`src/rtl/bc_fifo_stream16x8_if.sv`:
```
// Push port plus valid/ready read stream for the 16x8 stream FIFO.
// slave = FIFO side, master = producer/consumer side.
interface bc_fifo_stream16x8_if #(
  parameter int WIDTH = 8,
  parameter int AW    = 4
);
  logic             wr;
  logic [WIDTH-1:0] di;
  logic             full;
  logic             afull;
  logic             rdy;
  logic             dv;
  logic [WIDTH-1:0] dout;
  logic             empty;
  logic [AW:0]      level;
  logic             ovf;

  modport master (
    output wr, di, rdy,
    input  full, afull, dv, dout,
    input  empty, level, ovf
  );

  modport slave (
    input  wr, di, rdy,
    output full, afull, dv, dout,
    output empty, level, ovf
  );
endinterface

```
`src/rtl/bc_fifo_stream16x8.sv`:
```
// FIFO on a 2**AW x WIDTH LUT RAM with a registered dv/dout read stream.
// Ports: clk, rst (async high), bus (slave). Macro BC_FIFO_OVF_EN adds sticky ovf.
module bc_fifo_stream16x8 #(
  parameter int WIDTH     = 8,
  parameter int AW        = 4,
  parameter int AFULL_LVL = 12
) (
  input  logic                clk,
  input  logic                rst,
  bc_fifo_stream16x8_if.slave bus
);
  localparam int          DEPTH    = 1 << AW;
  localparam logic [AW:0] LVL_FULL = (AW+1)'(DEPTH);
  localparam logic [AW:0] LVL_AF   = (AW+1)'(AFULL_LVL);

  logic [WIDTH-1:0] mem [DEPTH];

  logic [AW-1:0]    wptr_q, wptr_d;
  logic [AW-1:0]    rptr_q, rptr_d;
  logic [AW:0]      level_q, level_d;
  logic             dv_q, dv_d;
  logic [WIDTH-1:0] dout_q, dout_d;
  logic             full, empty, push, ld;

  always_comb begin
    full    = (level_q == LVL_FULL);
    empty   = (level_q == '0);
    push    = bus.wr & ~full;
    // refill output reg when it is free or being taken
    ld      = ~empty & (~dv_q | bus.rdy);
    wptr_d  = wptr_q;
    rptr_d  = rptr_q;
    level_d = level_q;
    dv_d    = dv_q;
    dout_d  = dout_q;
    if (push)
      wptr_d = wptr_q + 1'b1;
    if (ld) begin
      rptr_d = rptr_q + 1'b1;
      dv_d   = 1'b1;
      dout_d = mem[rptr_q];
    end else if (dv_q & bus.rdy) begin
      dv_d   = 1'b0;
    end
    unique case ({push, ld})
      2'b10:   level_d = level_q + 1'b1;
      2'b01:   level_d = level_q - 1'b1;
      default: level_d = level_q;
    endcase
  end

  // RAM is not reset
  always_ff @(posedge clk) begin
    if (push)
      mem[wptr_q] <= bus.di;
  end

  always_ff @(posedge clk or posedge rst) begin
    if (rst) begin
      wptr_q  <= '0;
      rptr_q  <= '0;
      level_q <= '0;
      dv_q    <= 1'b0;
      dout_q  <= '0;
    end else begin
      wptr_q  <= wptr_d;
      rptr_q  <= rptr_d;
      level_q <= level_d;
      dv_q    <= dv_d;
      dout_q  <= dout_d;
    end
  end

`ifdef BC_FIFO_OVF_EN
  logic ovf_q, ovf_d;

  always_comb begin
    ovf_d = ovf_q | (bus.wr & full);
  end

  always_ff @(posedge clk or posedge rst) begin
    if (rst)
      ovf_q <= 1'b0;
    else
      ovf_q <= ovf_d;
  end

  assign bus.ovf = ovf_q;
`else
  assign bus.ovf = 1'b0;
`endif

  assign bus.full  = full;
  assign bus.empty = empty;
  assign bus.afull = (level_q >= LVL_AF);
  assign bus.level = level_q;
  assign bus.dv    = dv_q;
  assign bus.dout  = dout_q;
endmodule
```
`src/flat_wrapper.sv`:
```
// flat-port wrapper written by rule: the top's interface ports become plain ports
module bc_fifo_stream16x8_flat 
#(
  parameter int WIDTH     = 8,
  parameter int AW        = 4,
  parameter int AFULL_LVL = 12
)
  (clk, rst, bus_wr, bus_di, bus_rdy, bus_full, bus_afull, bus_dv, bus_dout, bus_empty, bus_level, bus_ovf);
  bc_fifo_stream16x8_if #(.WIDTH(WIDTH), .AW(AW)) bus_i ();
  input  logic clk;
  input  logic rst;
  input wire logic [$bits(bus_i.wr)-1:0] bus_wr;
  input wire logic [$bits(bus_i.di)-1:0] bus_di;
  input wire logic [$bits(bus_i.rdy)-1:0] bus_rdy;
  output wire logic [$bits(bus_i.full)-1:0] bus_full;
  output wire logic [$bits(bus_i.afull)-1:0] bus_afull;
  output wire logic [$bits(bus_i.dv)-1:0] bus_dv;
  output wire logic [$bits(bus_i.dout)-1:0] bus_dout;
  output wire logic [$bits(bus_i.empty)-1:0] bus_empty;
  output wire logic [$bits(bus_i.level)-1:0] bus_level;
  output wire logic [$bits(bus_i.ovf)-1:0] bus_ovf;
  assign bus_i.wr = bus_wr;
  assign bus_i.di = bus_di;
  assign bus_i.rdy = bus_rdy;
  assign bus_full = bus_i.full;
  assign bus_afull = bus_i.afull;
  assign bus_dv = bus_i.dv;
  assign bus_dout = bus_i.dout;
  assign bus_empty = bus_i.empty;
  assign bus_level = bus_i.level;
  assign bus_ovf = bus_i.ovf;
  bc_fifo_stream16x8 #(.WIDTH(WIDTH), .AW(AW), .AFULL_LVL(AFULL_LVL)) u_core (.clk(clk), .rst(rst), .bus(bus_i));
endmodule
```
`config.mk`:
```
export PLATFORM = sky130hd
export DESIGN_NAME = bc_fifo_stream16x8_flat
export DESIGN_NICKNAME = d
export VERILOG_FILES = /design/src/rtl/bc_fifo_stream16x8_if.sv /design/src/rtl/bc_fifo_stream16x8.sv /design/src/flat_wrapper.sv
export SDC_FILE = /design/constraint.sdc
export NUM_CORES = 1
export LEC_CHECK = 0
export ABC_AREA = 0
export BUFFER_PORTS_ARGS = -buffer_cell sky130_fd_sc_hd__buf_2
export CORE_UTILIZATION = 30
export DETAILED_ROUTE_END_ITERATION = 10
export PLACE_DENSITY = 0.56
export RECOVER_POWER = 100
export SYNTH_ARGS = -nofsm -noshare
export SYNTH_HDL_FRONTEND = slang
export SYNTH_SLANG_ARGS = --single-unit
```
`constraint.sdc`:
```
create_clock -name clk -period 2.5 [get_ports clk]
set_clock_uncertainty 0.15 [all_clocks]
set_input_delay 0.5 -clock clk [delete_from_list [all_inputs] [get_ports clk]]
set_output_delay 0.5 -clock clk [all_outputs]
set_load 0.01 [all_outputs]
```
==> run_results.csv <==
group,metric,value,unit
status,outcome,"finished clean",
placement,port_buffers,28,
setup_path,worstPathRequired,1.85,ns
drt,route.final.wire_length,11600,µm
global_route,grt_pass1_wl,17500,µm
setup_path,endpoint_kind,"output pin",
synth,synth_cell_types,37,
cells_and_area,layout-drive-gt1-share,31.3,%
sta,setup_tns,0,ns
floorplanning,io_pins,30,
global_route,grt_pass1_vias,3091,
sta,finalCritPeriodShare,98.2,%
pwr,p_sw_share,31.4,%
sta,hold_viol,0,
floorplanning,die_w,144,µm
setup_path,startpoint_type,"flop",
sta,setup_viol,0,
worst_hold_path,hold_path.class,"input pin to flop",
sta,fin_crit,2.46,ns
sta,rsz0062_at_grt,"true",
global_route,grt_max_degree,35,
cts,clock_latency,0.42,ns
pwr,clock_power_share,28.8,%
synth,ys_ff_latch,150,
synth,syn_nets,341,
pwr,power.density,1120,mW/mm²
setup_path,rr_worst_depth,11,
synth,ys_warn_count,0,
synth,syn_area,0.00608,mm²
synth,synth.avg_cell_area,19.0,µm²
cts,cts_buffer_depth,2,
setup_path,r2r-start,"u_core.bus.level[1]",
pwr,seqPwrFrac,41.4,%
drt,drtIter0Drc,219,
pwr,leakagePower,0.00249,µW
setup_path,worstSetupPathType,"flop to output pin",
placement,hpwl,7160,µm
floorplanning,die_y,144,µm
drt,drc_errors,0,
drt,wl_per_cell,17.6,µm
cells_and_area,antenna_cells,0,
run,cap_violations,0,
sta,setup_slack,0.0449,ns
pwr,combPwrFrac,29.8,%
floorplanning,coreArea,0.0197,mm²
pwr,p_int,5600,µW
cts,h-tree-depth,4,
sta,worstMarginPinSlew,1.28,ns
worst_hold_path,hp-start,"bus_rdy",
sta,slew_violations,0,
cells_and_area,final_cell_area,0.00728,mm²
floorplanning,fp.dieArea,0.0209,mm²
cells_and_area,multiInputGateArea,0.00159,mm²
worst_hold_path,min_to,"u_core.bus.dv",
cts,root_buffer,"clkbuf_16",
sta,clock.fmax,407,MHz
placement,pre_cts_ws,0.0933,ns
cells_and_area,final_nets,400,
setup_path,worstPathMaxFanout,9,
global_route,grt-ovfl-total,0,
pwr,irDropWorstVdd,542,µV
synth,synth-seq-area-share,72.2,%
floorplanning,fp-row-count,51,
setup_path,reg2reg_slack,0.08,ns
global_route,grt_usage,12.0,%
cells_and_area,area_delta_synth_final,19.6,%
floorplanning,initial_core_util,31.0,%
drt,vias,3113,
cells_and_area,regArea,0.00440,mm²
drt,firstDrtPassIters,4,
setup_path,reg2reg_to,"u_core.bus.level[4]",
global_route,antenna_found_initial,0,
cells_and_area,finalCoreUtilization,37.0,%
drt,ant_nets,0,
placement,dpl_cell_area,0.00669,mm²
cts,cts-buffers-inserted,17,
synth,synthCells,321,
pwr,p_sw,2560,µW
placement,gp_congestion,0.727,
setup_path,arrival,1.81,ns
sta,relSlewSlack,14.9,%
drt,vias_per_cell,4.73,
cells_and_area,nFillCells,1882,
worst_hold_path,hold_path_depth,3,
cts,numClockSinks,150,
cts,clk_pin_slew,0.06,ns
cts,cts_tree,"yes",
-- power groups by stage --
stage | Combinational (µW) | Sequential [µW] | Clock, µW
3_3_place_gp | 2390 | 3420 | 0
3_5_place_dp | 2410 | 3430 | 0
2_1_floorplan | 1780 | 3350 | 0
4_1_cts | 2450 | 3380 | 2390
5_1_grt | 2640 | 3420 | 2500
6_report | 2430 | 3370 | 2340
-- per-layer routing --
| layer | track usage (%) | part of all wire (%) | vias to the layer above |
|---|---|---|---|
| li1 | - | - | 1402 |
| met1 | 15.9 | 47 | 1627 |
| met2 | 18.4 | 48 | 70 |
| met3 | 3.71 | 4.5 | 14 |
| met4 | 4.38 | 1.2 | 0 |
| met5 | 0 | 0 | - |
-- final cells by class --
cell class                      count  share of cell area, %
Timing Repair Buffer               60                   5.41
Inverter                            6                  0.309
Tap cell                          265                   4.55
Sequential cell                   150                   60.4
Multi-Input combinational cell    145                   21.8
Clock inverter                     15                   1.67
Clock buffer                       17                   5.84
-- what timing repair did --
item / in CTS / in global routing
buffers inserted: 2 / 4
resized for setup: 0 / 2
pin swaps: 0 / 4
setup endpoints to repair: 1 / 3
endpoints found under the hold margin: 22 / 0
hold buffers: 1 / 0
-- Yosys cell counts --
library cell / instances / area share, %
a211o_1: 1 / 0.14
a21boi_1: 1 / 0.12
a21boi_2: 1 / 0.19
a21o_1: 1 / 0.12
a21oi_1: 10 / 0.82
a31oi_1: 2 / 0.21
and3b_1: 1 / 0.14
buf_1: 4 / 0.25
buf_2: 4 / 0.33
buf_4: 2 / 0.25
buf_6: 3 / 0.56
clkbuf_1: 6 / 0.37
clkdlybuf4s15_1: 1 / 0.16
conb_1: 1 / 0.062
dfrtp_1: 22 / 9.0
edfxtp_1: 128 / 63
ha_1: 8 / 1.6
inv_1: 6 / 0.37
mux2_2: 10 / 1.9
mux4_1: 13 / 5.6
mux4_2: 19 / 7.0
nand2_1: 12 / 0.74
nand2b_1: 5 / 0.51
nand3_1: 2 / 0.16
nand4_1: 2 / 0.21
nor2_1: 15 / 0.93
nor2b_1: 1 / 0.10
nor3_1: 5 / 0.41
nor4_1: 1 / 0.10
nor4_2: 1 / 0.21
o211ai_4: 1 / 0.35
o21ai_0: 2 / 0.16
o22ai_1: 16 / 1.6
or2_2: 1 / 0.10
or4_4: 1 / 0.19
xnor2_1: 7 / 1.0
xor2_1: 5 / 0.72
-- how the worst max path moves through the flow --
stage,to,cells past startpoint,from
after floorplan,u_core.bus.level[4],12,u_core.bus.level[3]
after global routing,u_core.bus.level[4],11,u_core.bus.level[1]
after global placement,u_core.bus.level[4],10,bus_rdy
final,bus_empty,4,u_core.bus.level[1]
after detailed placement,u_core.bus.level[4],9,bus_rdy
after CTS,bus_empty,4,u_core.bus.level[2]
-- worst max-delay path, cell delays in order, from the launching register on --
cell and delay (ns):
dfrtp_1 0.39, buf_4 0.18, or4_4 0.55, nor2_1 0.13, buf_2 0.14
-- cell families after synthesis --
| kind of cell | after synthesis | synth area share, % |
|---|---|---|
| compound gates | 35 | 3.76 |
| xor+xnor | 12 | 1.73 |
| fa+ha+maj | 8 | 1.65 |
| buf+inv | 26 | 2.28 |
| flops | 150 | 72.2 |
| mux | 42 | 14.5 |
| other cells | 1 | 0.0616 |
| simple gates | 47 | 3.80 |
-- sequential cells by signal, indices dropped and copies added, names as in the netlist --
name              flops
u_core.bus.level      5
u_core.wptr_q         4
u_core.mem          128
u_core.bus.dout       8
u_core.bus.dv         1
u_core.rptr_q         4
-- cell usage in the layout, fill, tap and decap left out, drive strengths merged, types with 2 or more instances in the layout --
| cell type | count |
|---|---|
| a21boi | 2 |
| a21oi | 10 |
| a31oi | 2 |
| buf | 50 |
| clkbuf | 26 |
| clkinv | 5 |
| clkinvlp | 4 |
| dfrtp | 22 |
| edfxtp | 128 |
| ha | 8 |
| inv | 12 |
| mux2 | 10 |
| mux4 | 32 |
| nand2 | 12 |
| nand2b | 5 |
| nand3 | 2 |
| nand4 | 2 |
| nor2 | 15 |
| nor3 | 5 |
| nor4 | 2 |
| o21ai | 2 |
| o22ai | 16 |
| xnor2 | 7 |
| xor2 | 5 |
-- through the flow --
stage | hold slack (ns) | instances | power (µW)
CTS | 0.289 | 654 | 8220
global route | 0.309 | 658 | 8550
detailed placement | 0.418 | 619 | 5840
finish | 0.297 | 658 | 8150
global placement | 0.400 | 619 | 5810
floorplan | 0.339 | 321 | 5130
(Power assumes the default switching activity.)
